`src/rtl/usb_ep_status_bridge.sv`:
```
// ---------------------------------------------------------------------------
// usb_ep_status_bridge
//
// Purpose:
//   Control-side bridge between the SoC register bus and the aux R/W port of
//   the endpoint status store. A single bus request becomes a handshaked aux
//   access. The bridge absorbs the fixed three-cycle aux read latency. It also
//   provides atomic set-bits / clear-bits read-modify-write operations.
//
// Ports:
//   clk        system clock
//   rst        asynchronous, active-high reset
//   bus_req    request strobe, sampled only in IDLE
//   bus_op     00 read, 01 write, 10 set-bits, 11 clear-bits
//   bus_addr   EP status word address (9 bits)
//   bus_din    write data / bit mask (16 bits)
//   bus_ack    one-cycle completion pulse
//   bus_dout   pre-modification word for read / set / clear
//   bus_busy   high whenever the bridge is not idle
//   s_addr_0   aux address
//   s_read_0   aux read request
//   s_zero_0   aux zero-read request (never used, tied low)
//   s_write_0  aux write request
//   s_din_0    aux write data
//   s_ready_0  aux accepted this cycle
//   s_dout_3   aux read data, valid three cycles after acceptance
// ---------------------------------------------------------------------------
module usb_ep_status_bridge (
  input  logic        clk,
  input  logic        rst,
  input  logic        bus_req,
  input  logic [1:0]  bus_op,
  input  logic [8:0]  bus_addr,
  input  logic [15:0] bus_din,
  output logic        bus_ack,
  output logic [15:0] bus_dout,
  output logic        bus_busy,
  output logic [8:0]  s_addr_0,
  output logic        s_read_0,
  output logic        s_zero_0,
  output logic        s_write_0,
  output logic [15:0] s_din_0,
  input  logic        s_ready_0,
  input  logic [15:0] s_dout_3
);

  typedef enum logic [2:0] {
    IDLE     = 3'd0,
    RD_ISSUE = 3'd1,
    RD_WAIT  = 3'd2,
    WR_ISSUE = 3'd3,
    DONE     = 3'd4
  } state_t;

  localparam logic [1:0] OP_READ  = 2'b00;
  localparam logic [1:0] OP_WRITE = 2'b01;
  localparam logic [1:0] OP_SET   = 2'b10;
  localparam logic [1:0] OP_CLEAR = 2'b11;

  state_t      state_r;
  logic [1:0]  op_r;
  logic [15:0] din_r;
  // Counts down the remaining RD_WAIT cycles; zero marks the data-valid cycle.
  logic [1:0]  cnt_r;

  // New word for a read-modify-write given the old value and the bus mask.
  function automatic logic [15:0] rmw_merge(input logic [1:0]  op,
                                            input logic [15:0] old_word,
                                            input logic [15:0] mask);
    logic [15:0] res;
    case (op)
      OP_SET:   res = old_word | mask;
      OP_CLEAR: res = old_word & ~mask;
      default:  res = old_word;
    endcase
    return res;
  endfunction

  // The zero-read feature of the store is not used by this bridge.
  assign s_zero_0 = 1'b0;

  // Bridge FSM; every output is registered and updated alongside the state.
  always_ff @(posedge clk or posedge rst) begin
    if (rst) begin
      state_r   <= IDLE;
      op_r      <= 2'b00;
      din_r     <= 16'h0000;
      cnt_r     <= 2'd0;
      bus_ack   <= 1'b0;
      bus_dout  <= 16'h0000;
      bus_busy  <= 1'b0;
      s_addr_0  <= 9'h000;
      s_read_0  <= 1'b0;
      s_write_0 <= 1'b0;
      s_din_0   <= 16'h0000;
    end else begin
      case (state_r)
        IDLE: begin
          if (bus_req) begin
            op_r     <= bus_op;
            din_r    <= bus_din;
            s_addr_0 <= bus_addr;
            bus_busy <= 1'b1;
            if (bus_op == OP_WRITE) begin
              s_din_0   <= bus_din;
              s_write_0 <= 1'b1;
              state_r   <= WR_ISSUE;
            end else begin
              s_read_0 <= 1'b1;
              state_r  <= RD_ISSUE;
            end
          end
        end

        RD_ISSUE: begin
          // Acceptance cycle: drop the request and start the latency count.
          if (s_ready_0) begin
            s_read_0 <= 1'b0;
            cnt_r    <= 2'd2;
            state_r  <= RD_WAIT;
          end
        end

        RD_WAIT: begin
          // s_dout_3 is only trusted in the cycle where the count hits zero.
          if (cnt_r == 2'd0) begin
            bus_dout <= s_dout_3;
            if (op_r == OP_READ) begin
              bus_ack <= 1'b1;
              state_r <= DONE;
            end else begin
              s_din_0   <= rmw_merge(op_r, s_dout_3, din_r);
              s_write_0 <= 1'b1;
              state_r   <= WR_ISSUE;
            end
          end else begin
            cnt_r <= cnt_r - 2'd1;
          end
        end

        WR_ISSUE: begin
          if (s_ready_0) begin
            s_write_0 <= 1'b0;
            bus_ack   <= 1'b1;
            state_r   <= DONE;
          end
        end

        DONE: begin
          bus_ack  <= 1'b0;
          bus_busy <= 1'b0;
          state_r  <= IDLE;
        end

        default: begin
          bus_ack   <= 1'b0;
          bus_busy  <= 1'b0;
          s_read_0  <= 1'b0;
          s_write_0 <= 1'b0;
          state_r   <= IDLE;
        end
      endcase
    end
  end

endmodule

```
`config.mk`:
```
export PLATFORM = sky130hd
export DESIGN_NAME = usb_ep_status_bridge
export DESIGN_NICKNAME = d
export VERILOG_FILES = /design/src/rtl/usb_ep_status_bridge.sv
export SDC_FILE = /design/constraint.sdc
export NUM_CORES = 1
export LEC_CHECK = 0
export BUFFER_PORTS_ARGS = -buffer_cell sky130_fd_sc_hd__buf_2
export CORE_MARGIN = 10
export CORE_UTILIZATION = 35
export CTS_BUF_LIST = sky130_fd_sc_hd__clkbuf_4
export CTS_CLUSTER_DIAMETER = 100
export CTS_CLUSTER_SIZE = 8
export DETAILED_ROUTE_END_ITERATION = 7
export PLACE_DENSITY = 0.56
export SKIP_CTS_REPAIR_TIMING = 1
export SYNTH_ARGS = -nofsm -noshare
export SYNTH_HDL_FRONTEND = slang
export SYNTH_SLANG_ARGS = --single-unit
```
`constraint.sdc`:
```
create_clock -name clk -period 2.65 [get_ports clk]
set_input_delay 0.3975 -clock clk [delete_from_list [all_inputs] [get_ports clk]]
set_output_delay 0.3975 -clock clk [all_outputs]
set_load 0.05 [all_outputs]
```
==> flow_summary.json <==
{
  "status": "finished clean",
  "yosysWarnings": 0,
  "num_vias": 2691,
  "grt_start_max_net_pins": 69,
  "path_buf_inv": 2,
  "boundaryPins": 93,
  "die_area_um2": 13800,
  "irDropWorstVdd_v": 0.000650,
  "synth_cells": 326,
  "crit_arrival_ps": 2270,
  "synth_nets": 374,
  "synth_area_um2": 3330,
  "power.total_mw": 5.99,
  "worstSetupEndpointType": "register",
  "synth_top_area_share_pct": 51.1,
  "rsz0062_at_grt": "no",
  "cts_max_level": 3,
  "setup_viol": 0,
  "ys_types": 45,
  "core_um2": 9240,
  "cts_sinks": 68,
  "routed_wl_um": 9120,
  "fmax_mhz": 507,
  "clk_pin_slew_ps": 120,
  "tns_ps": 0,
  "nets": 463,
  "period_minus_slack_ps": 1970,
  "grt_antenna_before_repair": 1,
  "drtAntennaViolNets": 0,
  "fin_util_pct": 43.8,
  "gp_congestion": 0.806,
  "synth_top_area_cell": "dfrtp_1",
  "maxCapViolCount": 0,
  "yosys-top-cells-area": "dfrtp_1 (51%), a2111oi_4 (8.3%), nand2_1 (7.8%)",
  "antenna_cells": 0,
  "rows": 35,
  "drc_errors": 0,
  "slowest_stage": "dfrtp_1",
  "power_density_nw_per_um2": 1480,
  "drt_iter0_drc": 122,
  "grt_pass1_wl_um": 15200,
  "syn2layout_area_growth_pct": 21.6,
  "drt_first_pass_iters": 4,
  "finalCritPeriodShare_pct": 74.4,
  "crit_fanout": 12,
  "drive_gt1_share_pct": 31.2,
  "final_cell_mix": "buf_2 (91), nand2_1 (69), dfrtp_1 (68), nor2_1 (27), a21oi_1 (19)",
  "io_buffer_count": 91,
  "grt_pass1_vias": 2962,
  "die_w_um": 118,
  "dp_hpwl_um": 6500,
  "clock_latency_ps": 430,
  "synth_seq_area_share_pct": 51.1,
  "initial_core_util_pct": 36.0,
  "hp-class": "in2async",
  "worst_hold_slack_ps": 35.0,
  "power_leakage_nw": 1.91,
  "hold_violations": 0,
  "numCtsBuffers": 9,
  "ys_seq_elements": 68,
  "clock_path_buffers": 2,
  "root_buffer": "clkbuf_4",
  "syn_area_per_cell_um2": 10.2,
  "avgViaCountPerCell": 4.90,
  "cp_data_required_time_ps": 2950,
  "path_delay_family": "compound AO/OA/AOI/OAI gates",
  "path_cells": "inv_1 > ha_1 > o211ai_1 > a211oi_2 > buf_4 > nor2_1 > a2111oi_0",
  "die_y_um": 118,
  "slowest_delay_ps": 430,
  "drt-wirelength-per-cell_um": 16.6,
  "final_common_cell": "buf_2",
  "critPathKind": "reg2reg",
  "cts_tree": "yes",
  "slew_viol_final": 0,
  "gr-total-overflow": 0,
  "fin_worst_skew_ps": 16.0,
  "track_usage_pct": 13.3,
  "startpoint_type": "register"
}
==> cells in the mapped netlist, drive strengths merged <==
| cell type | number |
|---|---|
| inv | 19 |
| and3 | 2 |
| clkbuf | 9 |
| a221o | 4 |
| nor4b | 1 |
| nand2b | 2 |
| a211o | 1 |
| and2 | 3 |
| nor4 | 1 |
| o32ai | 2 |
| o211ai | 1 |
| o21ai | 19 |
| nor3 | 12 |
| mux2 | 14 |
| nand4bb | 1 |
| nand2 | 69 |
| o22ai | 1 |
| nand3 | 3 |
| clkinv | 1 |
| a2bb2oi | 1 |
| nor2b | 3 |
| ha | 1 |
| a21oi | 19 |
| dfrtp | 68 |
| buf | 12 |
| a211oi | 5 |
| a21o | 2 |
| conb | 1 |
| o31a | 1 |
| o31ai | 1 |
| and4bb | 1 |
| a2111oi | 11 |
| a311o | 1 |
| a31o | 2 |
| mux2i | 4 |
| nor2 | 27 |
| o21bai | 1 |
==> worst register-to-register path, delay by kind of cell (launching register included) <==
kind	cells	cell delay, ps
buffers and inverters	2	310
flip-flops	1	430
AND/OR/NAND/NOR	1	50
adder cells (fa/ha/maj)	1	300
AO/OA/AOI/OAI	3	760
==> path summary, 6_finish.rpt <==
kind,endpoint,depth (start not counted),slack [ps],startpoint
worst max-delay path,s_din_0[11]$_DFFE_PP0P_,7,680,cnt_r[0]$_DFFE_PP0P_
worst min-delay path,s_addr_0[8]$_DFFE_PP0P_,3,40,rst
worst max register to register,s_din_0[11]$_DFFE_PP0P_,7,680,cnt_r[0]$_DFFE_PP0P_
worst min register to register,bus_dout[14]$_DFFE_PP0P_,2,490,bus_dout[14]$_DFFE_PP0P_
max in group asynchronous,din_r[10]$_DFFE_PP0P_,3,2320,rst
min in group clk,bus_dout[1]$_DFFE_PP0P_,3,180,s_dout_3[1]
==> through the flow <==
step / std cells / worst slack [ps] / instance area [um^2]
after global placement: 533 / 775 / 3910
after global routing: 549 / 454 / 4050
after CTS: 549 / 677 / 4050
after detailed placement: 533 / 651 / 3910
after floorplan: 326 / 541 / 3330
final: 549 / 680 / 4050
==> area by class of cell <==
class,count,area [um^2]
Sequential cell,68,1700
Fill cell,931,5190
Inverter,20,75.1
Timing Repair Buffer,99,528
Multi-Input combinational cell,217,1440
Tap cell,129,161
Clock buffer,9,67.6
Clock inverter,7,75.1
==> logic make-up after synthesis <==
group | share of synthesized area (%)
fa+ha+maj | 0.376
compound gates | 20.2
simple gates | 16.7
other cells | 0.113
mux | 5.94
buf+inv | 5.60
flops | 51.1
==> where the power goes <==
group          internal (mW)  switching [mW]  leakage, nW  total [mW]
Sequential              1.56           0.418        0.812        1.98
Combinational           1.02            2.29         1.03        3.31
Clock                  0.291           0.411       0.0690       0.703
==> state kept, by name (all words and copies together), names as in the netlist, 2 cells and up <==
register,flops
s_din_0,16
cnt_r,2
s_addr_0,9
din_r,16
state_r,3
op_r,2
bus_dout,16
==> layer usage <==
layer / vias up / global-route usage, % / part of all wire, %
met1: 1290 / 16.9 / 46
met4: 2 / 4.17 / 1.1
met3: 11 / 4.56 / 7.1
met2: 92 / 20.8 / 46
li1: 1296 / - / -
met5: - / 0 / 0.077
Power figures use the tool's default switching activity.
